<file path="config.mk">
export PLATFORM = sky130hd
export DESIGN_NAME = muldiv_seq_flat
export DESIGN_NICKNAME = d
export VERILOG_FILES = /design/src/rtl/muldiv_seq_pkg.sv /design/src/rtl/muldiv_seq_if.sv /design/src/rtl/muldiv_datapath.sv /design/src/rtl/muldiv_seq.sv /design/src/flat_wrapper.sv
export SDC_FILE = /design/constraint.sdc
export NUM_CORES = 1
export LEC_CHECK = 0
export CAP_MARGIN = 30
export CORE_ASPECT_RATIO = 1.2
export CORE_MARGIN = 8
export CORE_UTILIZATION = 45
export DETAILED_ROUTE_END_ITERATION = 16
export PLACE_DENSITY = 0.74
export SLEW_MARGIN = 0
export SYNTH_ARGS = -nofsm -noshare
export SYNTH_HDL_FRONTEND = slang
export SYNTH_SLANG_ARGS = --single-unit
export TNS_END_PERCENT = 20
</file>
<file path="constraint.sdc">
create_clock -name clk -period 9 [get_ports clk]
set_input_delay 0.9 -clock clk [delete_from_list [all_inputs] [get_ports clk]]
set_output_delay 0.9 -clock clk [all_outputs]
set_load 0.01 [all_outputs]
</file>
<file path="src/rtl/muldiv_seq_pkg.sv">
// Shared RV32M definitions: opcode/funct constants and sequencer state encoding.
package muldiv_seq_pkg;

  localparam logic [6:0] OPC_OP        = 7'b0110011;
  localparam logic [6:0] FUNCT7_MULDIV = 7'b0000001;

  localparam logic [2:0] FNC_MUL    = 3'b000;
  localparam logic [2:0] FNC_MULH   = 3'b001;
  localparam logic [2:0] FNC_MULHSU = 3'b010;
  localparam logic [2:0] FNC_MULHU  = 3'b011;
  localparam logic [2:0] FNC_DIV    = 3'b100;
  localparam logic [2:0] FNC_DIVU   = 3'b101;
  localparam logic [2:0] FNC_REM    = 3'b110;
  localparam logic [2:0] FNC_REMU   = 3'b111;

  typedef enum logic [2:0] {
    S_IDLE = 3'd0,
    S_PREP = 3'd1,
    S_RUN  = 3'd2,
    S_FIX  = 3'd3,
    S_DONE = 3'd4
  } state_t;

endpackage

</file>
<file path="src/rtl/muldiv_seq_if.sv">
// Execute-stage <-> M-extension sequencer handshake.
interface muldiv_seq_if #(
    parameter int XLEN = 32
);
    logic            start;
    logic [2:0]      funct3;
    logic [XLEN-1:0] rs1;
    logic [XLEN-1:0] rs2;
    logic            kill;
    logic            stall;
    logic            busy;
    logic            done;
    logic [XLEN-1:0] result;

    modport master (output start, funct3, rs1, rs2, kill,
                    input  stall, busy, done, result);
    modport slave  (input  start, funct3, rs1, rs2, kill,
                    output stall, busy, done, result);
endinterface

</file>
<file path="src/rtl/muldiv_datapath.sv">
// Operand/accumulator registers, shift-add multiply and restoring divide steps, sign fix.
// MULDIV_FAST_MUL_EN loads a single signed DSP product into the accumulator on accept.
module muldiv_datapath
    import muldiv_seq_pkg::*;
#(
    parameter int XLEN  = 32,
    parameter int CNT_W = 5
) (
    input  logic            clk,
    input  logic            rst,
    input  logic            ld,
    input  logic            ld_special,
    input  logic            prep,
    input  logic            step,
    input  logic            fix,
    input  logic [2:0]      funct3,
    input  logic [XLEN-1:0] rs1,
    input  logic [XLEN-1:0] rs2,
    output logic            is_special,
    output logic            cnt_zero,
    output logic [XLEN-1:0] result
);
    logic [XLEN-1:0]   a_q, b_q;
    logic [2*XLEN-1:0] acc_q;
    logic [CNT_W-1:0]  cnt_q;
    logic              neg_q;
    logic [2:0]        fnc_q;

    function automatic logic [XLEN-1:0] neg_w(input logic n, input logic [XLEN-1:0] v);
        return n ? (~v + 1'b1) : v;
    endfunction

    function automatic logic [2*XLEN-1:0] neg_d(input logic n, input logic [2*XLEN-1:0] v);
        return n ? (~v + 1'b1) : v;
    endfunction

    // Divide-by-zero and signed overflow results come straight from the operands.
    function automatic logic [XLEN-1:0] special_res(input logic [2:0] f, input logic bzero,
                                                    input logic [XLEN-1:0] a);
        if (bzero) return f[1] ? a : '1;
        return f[1] ? '0 : a;
    endfunction

    logic div_zero, sovf;
    assign div_zero   = funct3[2] && (rs2 == '0);
    assign sovf       = (funct3 == FNC_DIV || funct3 == FNC_REM) &&
                        (rs1 == {1'b1, {(XLEN-1){1'b0}}}) && (rs2 == '1);
    assign is_special = div_zero | sovf;
    assign cnt_zero   = (cnt_q == '0);

    logic a_sgn, b_sgn, a_neg, b_neg, neg_nxt;
    assign a_sgn   = fnc_q inside {FNC_MULH, FNC_MULHSU, FNC_DIV, FNC_REM};
    assign b_sgn   = fnc_q inside {FNC_MULH, FNC_DIV, FNC_REM};
    assign a_neg   = a_sgn & a_q[XLEN-1];
    assign b_neg   = b_sgn & b_q[XLEN-1];
    assign neg_nxt = (fnc_q[2] && fnc_q[1]) ? a_neg : (a_neg ^ b_neg);

    logic [2*XLEN-1:0] mul_nxt, div_nxt;
    logic [XLEN:0]     rem_sh, diff;
    logic              ge;
    assign mul_nxt = {acc_q[2*XLEN-2:0], 1'b0} +
                     ({(2*XLEN){a_q[cnt_q]}} & {{XLEN{1'b0}}, b_q});
    assign rem_sh  = {acc_q[2*XLEN-1:XLEN], a_q[cnt_q]};
    assign diff    = rem_sh - {1'b0, b_q};
    assign ge      = (rem_sh >= {1'b0, b_q});
    assign div_nxt = {(ge ? diff[XLEN-1:0] : rem_sh[XLEN-1:0]), acc_q[XLEN-2:0], ge};

    logic [2*XLEN-1:0] mul_full;
    logic [XLEN-1:0]   fix_res;
    assign mul_full = neg_d(neg_q, acc_q);
    always_comb begin
        fix_res = '0;
        case (fnc_q)
            FNC_MUL:                        fix_res = mul_full[XLEN-1:0];
            FNC_MULH, FNC_MULHSU, FNC_MULHU: fix_res = mul_full[2*XLEN-1:XLEN];
            FNC_DIV, FNC_DIVU:              fix_res = neg_w(neg_q, acc_q[XLEN-1:0]);
            default:                        fix_res = neg_w(neg_q, acc_q[2*XLEN-1:XLEN]);
        endcase
    end

`ifdef MULDIV_FAST_MUL_EN
    logic signed [2*XLEN-1:0] fa, fb, fprod;
    logic                     fa_s, fb_s;
    assign fa_s  = funct3 inside {FNC_MULH, FNC_MULHSU};
    assign fb_s  = (funct3 == FNC_MULH);
    assign fa    = {{XLEN{fa_s & rs1[XLEN-1]}}, rs1};
    assign fb    = {{XLEN{fb_s & rs2[XLEN-1]}}, rs2};
    assign fprod = fa * fb;
`endif

    always_ff @(posedge clk) begin
        if (ld) begin
            a_q   <= rs1;
            b_q   <= rs2;
            fnc_q <= funct3;
            neg_q <= 1'b0;
`ifdef MULDIV_FAST_MUL_EN
            acc_q <= fprod;
`endif
        end else if (prep) begin
            a_q   <= neg_w(a_neg, a_q);
            b_q   <= neg_w(b_neg, b_q);
            neg_q <= neg_nxt;
            acc_q <= '0;
        end else if (step) begin
            acc_q <= fnc_q[2] ? div_nxt : mul_nxt;
        end
    end

    always_ff @(posedge clk) begin
        if (rst) begin
            cnt_q  <= '0;
            result <= '0;
        end else begin
            if (prep)      cnt_q <= CNT_W'(XLEN-1);
            else if (step) cnt_q <= cnt_q - 1'b1;
            if (ld_special) result <= special_res(funct3, div_zero, rs1);
            else if (fix)   result <= fix_res;
        end
    end
endmodule

</file>
<file path="src/rtl/muldiv_seq.sv">
// RV32M multi-cycle sequencer: FSM, pipeline stall and done pulse around muldiv_datapath.
// MULDIV_FAST_MUL_EN sends multiplies IDLE -> FIX -> DONE using a single-cycle product.
module muldiv_seq
    import muldiv_seq_pkg::*;
#(
    parameter int XLEN  = 32,
    parameter int CNT_W = 5
) (
    input  logic        clk,
    input  logic        rst,
    muldiv_seq_if.slave bus
);
    state_t state_q;
    logic   done_q;
    logic   is_special, cnt_zero;
    logic   ld, ld_special, prep, step, fix;

    assign ld         = (state_q == S_IDLE) & bus.start & ~bus.kill;
    assign ld_special = ld & is_special;
    assign prep       = (state_q == S_PREP) & ~bus.kill;
    assign step       = (state_q == S_RUN)  & ~bus.kill;
    assign fix        = (state_q == S_FIX)  & ~bus.kill;

    assign bus.stall = ~bus.kill & (((state_q == S_IDLE) & bus.start) |
                                    (state_q inside {S_PREP, S_RUN, S_FIX}));
    assign bus.busy  = (state_q != S_IDLE);
    assign bus.done  = done_q & ~bus.kill;

    muldiv_datapath #(.XLEN(XLEN), .CNT_W(CNT_W)) u_dp (
        .clk        (clk),
        .rst        (rst),
        .ld         (ld),
        .ld_special (ld_special),
        .prep       (prep),
        .step       (step),
        .fix        (fix),
        .funct3     (bus.funct3),
        .rs1        (bus.rs1),
        .rs2        (bus.rs2),
        .is_special (is_special),
        .cnt_zero   (cnt_zero),
        .result     (bus.result)
    );

    // start is not looked at in DONE, so a held instruction cannot re-launch.
    always_ff @(posedge clk) begin
        if (rst) begin
            state_q <= S_IDLE;
            done_q  <= 1'b0;
        end else begin
            done_q <= 1'b0;
            if (bus.kill) begin
                state_q <= S_IDLE;
            end else begin
                case (state_q)
                    S_IDLE: if (bus.start) begin
                        if (is_special) begin
                            state_q <= S_DONE;
                            done_q  <= 1'b1;
                        end
`ifdef MULDIV_FAST_MUL_EN
                        else if (!bus.funct3[2]) state_q <= S_FIX;
`endif
                        else state_q <= S_PREP;
                    end
                    S_PREP: state_q <= S_RUN;
                    S_RUN:  if (cnt_zero) state_q <= S_FIX;
                    S_FIX: begin
                        state_q <= S_DONE;
                        done_q  <= 1'b1;
                    end
                    default: state_q <= S_IDLE;
                endcase
            end
        end
    end
endmodule

</file>
<file path="src/flat_wrapper.sv">
// flat-port wrapper written by rule: the top's interface ports become plain ports
module muldiv_seq_flat import muldiv_seq_pkg::*;
#(
    parameter int XLEN  = 32,
    parameter int CNT_W = 5
)
  (clk, rst, bus_start, bus_funct3, bus_rs1, bus_rs2, bus_kill, bus_stall, bus_busy, bus_done, bus_result);
  muldiv_seq_if #(.XLEN(XLEN)) bus_i ();
  input  logic clk;
  input  logic rst;
  input wire logic [$bits(bus_i.start)-1:0] bus_start;
  input wire logic [$bits(bus_i.funct3)-1:0] bus_funct3;
  input wire logic [$bits(bus_i.rs1)-1:0] bus_rs1;
  input wire logic [$bits(bus_i.rs2)-1:0] bus_rs2;
  input wire logic [$bits(bus_i.kill)-1:0] bus_kill;
  output wire logic [$bits(bus_i.stall)-1:0] bus_stall;
  output wire logic [$bits(bus_i.busy)-1:0] bus_busy;
  output wire logic [$bits(bus_i.done)-1:0] bus_done;
  output wire logic [$bits(bus_i.result)-1:0] bus_result;
  assign bus_i.start = bus_start;
  assign bus_i.funct3 = bus_funct3;
  assign bus_i.rs1 = bus_rs1;
  assign bus_i.rs2 = bus_rs2;
  assign bus_i.kill = bus_kill;
  assign bus_stall = bus_i.stall;
  assign bus_busy = bus_i.busy;
  assign bus_done = bus_i.done;
  assign bus_result = bus_i.result;
  muldiv_seq #(.XLEN(XLEN), .CNT_W(CNT_W)) u_core (.clk(clk), .rst(rst), .bus(bus_i));
endmodule
</file>
==> key figures <==
Logic synthesis
  – Main synth FF type: edfxtp_1
  – Number of synthesized register bits: 173
  – Adder-cell share of the synthesized area: 7.10%
  – Mapped cell area: about 16000 um2
  – Largest family of logic cells by synthesized area: simple AND/OR/NAND/NOR gates
  – Syn avg cell area: between 7 and 8 um2
  – Seq/Total Area, Yosys: around 30%
  – Synthesized net count: 2208
  – FFs w/ async S/R, synth: 0%
  – Synth Area in Compound Gates: a little over a fifth
  – Mux cell area share after synthesis: about 2.1%
  – XOR/XNOR share of the synthesized area: between 10% and 20%
  – Number of flops mapped to enable cells by yosys: about 130
  – Distinct cells, synth: 84
  – Yosys warning total: 0
  – Cells after Synth: between 2000 and 2500
  – Simple-Gate Fraction of Synth Area: between 20% and 30%

Route
  – Met2 WL: 26900 um
  – Remaining antenna violation count after routing: 0
  – Wire length per cell: 23.2 um
  – Met3 WL: 4930 um
  – Top sig layer: met4
  – DRC violations left: 0
  – Vias per cell: 6.45
  – Routed WL: 59300 um
  – DR pass1 iterations: 6
  – DR vias: about 17000
  – Initial drt markers: roughly 1900
  – M1 WL: between 20000 and 25000 um

Final layout
  – Nets@finish: 2222
  – Synthesis-to-layout area growth: 12.2%
  – Share of cells above drive strength 1: under 10%
  – Core Util, Final: approximately half
  – Fin cells: between 2000 and 3000
  – Diode count: 0

Setup path
  – Reg-to-reg startpoint: u_core.u_dp.cnt_q[0]$_SDFFE_PP0P_
  – Worst setup path start: u_core.u_dp.cnt_q[0]$_SDFFE_PP0P_
  – Max stage delay on crit path: 0.72 ns
  – Data required, critical path: about 9.3 ns
  – Setup CP Type: register to register
  – Worst reg-to-reg path cell count: 17
  – Critical Path Start Type: register
  – Reg2reg setup slack: roughly 3.2 ns
  – Top delay family on crit path: simple AND/OR/NAND/NOR gates
  – Crit-path max FO: 20
  – WP data arrival: about 6.1 ns
  – Critical path endpoint category: register
  – CP bufs+invs: 3
  – CP cell instances: mux4_2 -> mux4_2 -> mux2i_2 -> buf_6 -> buf_4 -> nor2_1 -> ha_1 -> nand4_1 -> nor4_1 -> o311ai_1 -> nand4_1 -> or4b_1 -> a21oi_1 -> buf_4 -> o21ai_1 -> o311a_1 -> nor4_1
  – Reg-to-reg endpoint: u_core.u_dp.acc_q[54]$_SDFFCE_PP0P_
  – Slowest cell on the critical path: dfxtp_1

CTS
  – CTS Hold Buffers Added: 0
  – Root buffer cell: clkbuf_16
  – CTS tree: yes
  – Clk sinks: about 170
  – Post-cts repair resize count: 0
  – Worst-skew pair later-pin latency: 0.47 ns
  – Worst-path clk slew: ~0.080 ns
  – Inserted Clock Buffers: 17
  – Post-CTS Setup Bufs: 0
  – H-tree depth: 4
  – Max clock buf depth: 2

STA
  – Setup TNS: 0 ns
  – RSZ-0062 raised after global routing: false
  – Min Clock Period, post-route: 5.81 ns
  – Worst Skew: 0.0221 ns
  – Number of setup violations in the final report: 0
  – Hold Fails Final Rpt: 0
  – Slew HR: a little over a quarter
  – Slew Limit Fails: 0
  – FMAX: 172 MHz
  – Worst slew pin tran: between 1 and 1.5 ns
  – Period utilization: ~65%

Run status
  – Outcome: complete, no violations

Global route
  – Initial antenna violation count: 0
  – Overflow after GRT: 0
  – Number of global-route vias before repair: between 15000 and 20000
  – All-Layer GR Usage: between 20% and 30%
  – First-pass GRT wire length: 90200 um
  – Pin count of the biggest net entering global routing: 84

Worst hold path
  – Worst Hold Path EP: u_core.u_dp.result[26]$_SDFFE_PP0P_
  – Worst min-delay path class: register to register
  – WHS Path Cells: 2
  – Worst min-delay path startpoint: u_core.u_dp.result[26]$_SDFFE_PP0P_

Floorplanning
  – Ports: 106
  – Starting Density: around 45%
  – Core Area: between 30000 and 40000 um2
  – Die Y: 224 um
  – FP Rows: 76
  – DIE WIDTH: roughly 190 um
  – Die Area: ~42000 um2

Place
  – Inst Count DP: ~2500
  – DP HPWL: 44500 um
  – Routability cong.: about 0.99
  – Port buffer count: between 100 and 150

Job
  – Max Cap Violations: 0

Pwr
  – Maximum vdd drop: 0.000145 V
  – Leak pwr: approximately 6.4 nW
  – Pwr dens: about 140 nW/um2
-- stage by stage --
| stage | hold slack (ns) | instance area (um2) | setup WS (ns) | power [mW] |
|---|---|---|---|---|
| floorplan | 0.514 | 16200 | 3.76 | 1.45 |
| global placement | 0.493 | 17500 | 2.88 | 1.65 |
| detailed placement | 0.485 | 17500 | 3.20 | 1.67 |
| CTS | 0.503 | 18200 | 3.15 | 2.46 |
| global route | 0.511 | 18200 | 2.88 | 2.57 |
| finish | 0.502 | 18200 | 3.19 | 2.47 |
-- worst reg2reg max path: cells and delay by family, from the launching register on --
family / cells / cell delay (ns)
fa+ha+maj: 1 / 0.40
buf+inv: 3 / 0.73
simple gates: 6 / 1.58
flops: 1 / 0.72
mux: 3 / 1.27
compound gates: 4 / 0.91
-- sequential cells by signal, indices dropped and copies added, names as in the netlist --
register and cells:
u_core.done_q 1, u_core.state_q 3, u_core.u_dp.a_q 32, u_core.u_dp.acc_q 64, u_core.u_dp.b_q 32, u_core.u_dp.cnt_q 5
u_core.u_dp.fnc_q 3, u_core.u_dp.neg_q 1, u_core.u_dp.result 32
-- routing by layer --
layer  global-route usage, %  vias to the layer above
met5                       0                        -
met4                    22.0                        0
met3                    4.67                      202
met2                    43.2                      900
met1                    32.1                     7788
li1                        -                     7623
-- cell usage after synthesis, types with 11 or more instances --
cell	number	area (um2)
o211ai_1	18	135
nor2_1	255	957
edfxtp_1	131	3930
xor2_1	73	639
or4_1	16	120
o21ai_0	92	460
nor4_1	47	294
a21o_1	26	195
o31ai_1	21	158
a21oi_1	226	1130
a211oi_1	25	188
or2_2	11	68.8
nand4_1	37	231
nor2b_1	18	113
nand3_1	63	315
and2_1	14	87.6
maj3_1	22	220
ha_1	71	888
xnor2_1	121	1060
nand2_1	186	698
nor3_1	79	395
nor4b_1	11	96.3
inv_1	77	289
clkbuf_1	118	443
dfxtp_1	42	841
a31oi_1	28	175
or3_1	25	156
-- how the worst max path moves through the flow --
stage / end / slack [ns] / depth (start not counted)
floorplan: u_core.u_dp.acc_q[36]$_SDFFCE_PP0P_ / 3.76 / 17
global placement: u_core.u_dp.acc_q[48]$_SDFFCE_PP0P_ / 2.88 / 16
detailed placement: u_core.u_dp.acc_q[54]$_SDFFCE_PP0P_ / 3.20 / 17
CTS: u_core.u_dp.acc_q[54]$_SDFFCE_PP0P_ / 3.15 / 17
global route: u_core.u_dp.acc_q[48]$_SDFFCE_PP0P_ / 2.88 / 17
finish: u_core.u_dp.acc_q[54]$_SDFFCE_PP0P_ / 3.19 / 17
-- final cells by class --
class,instances,area [um2]
multi-input cells,1674,10600
fillers,3390,17500
inverters,79,297
well taps,468,586
flip-flops and latches,173,4780
clock inverters,15,194
clock buffers,17,425
repair buffers,133,1260
-- where the power goes --
group          switching [mW]  internal [mW]
clock                   0.402          0.403
combinational           0.425          0.283
sequential             0.0539          0.906
total                   0.881           1.59
-- cell families (layout without fill, tap and decap cells) --
| logic type | after synthesis | count (layout) |
|---|---|---|
| flops | 173 | 173 |
| simple gates | 804 | 804 |
| fa+ha+maj | 95 | 95 |
| compound gates | 560 | 560 |
| xor+xnor | 194 | 194 |
| buf+inv | 217 | 244 |
| mux | 21 | 21 |
-- cells in the final DEF (no fill, tap or decap), types with 9 or more instances in the layout --
| master | instances |
|---|---|
| clkdlybuf4s50_1 | 105 |
| buf_4 | 26 |
| nand3_1 | 62 |
| mux2i_1 | 9 |
| o21ai_0 | 91 |
| a31oi_1 | 28 |
| or3_1 | 25 |
| maj3_1 | 22 |
| nor2_1 | 253 |
| inv_1 | 76 |
| dfxtp_1 | 41 |
| a22oi_1 | 9 |
| a21o_1 | 26 |
| nor2b_1 | 18 |
| o211ai_1 | 18 |
| xor2_1 | 73 |
| o31ai_1 | 20 |
| nor3_1 | 79 |
| and3_1 | 9 |
| mux4_2 | 10 |
| or2_2 | 11 |
| nor4_1 | 46 |
| nor4b_1 | 11 |
| nand4_1 | 37 |
| clkbuf_16 | 17 |
| o22ai_1 | 9 |
| xnor2_1 | 121 |
| and2_1 | 14 |
| a21oi_1 | 226 |
| ha_1 | 71 |
| edfxtp_1 | 131 |
| a2111oi_0 | 9 |
| or4_1 | 16 |
| a211oi_1 | 25 |
| nand2_1 | 186 |
Note: power is estimated with default switching activity, not from simulation.
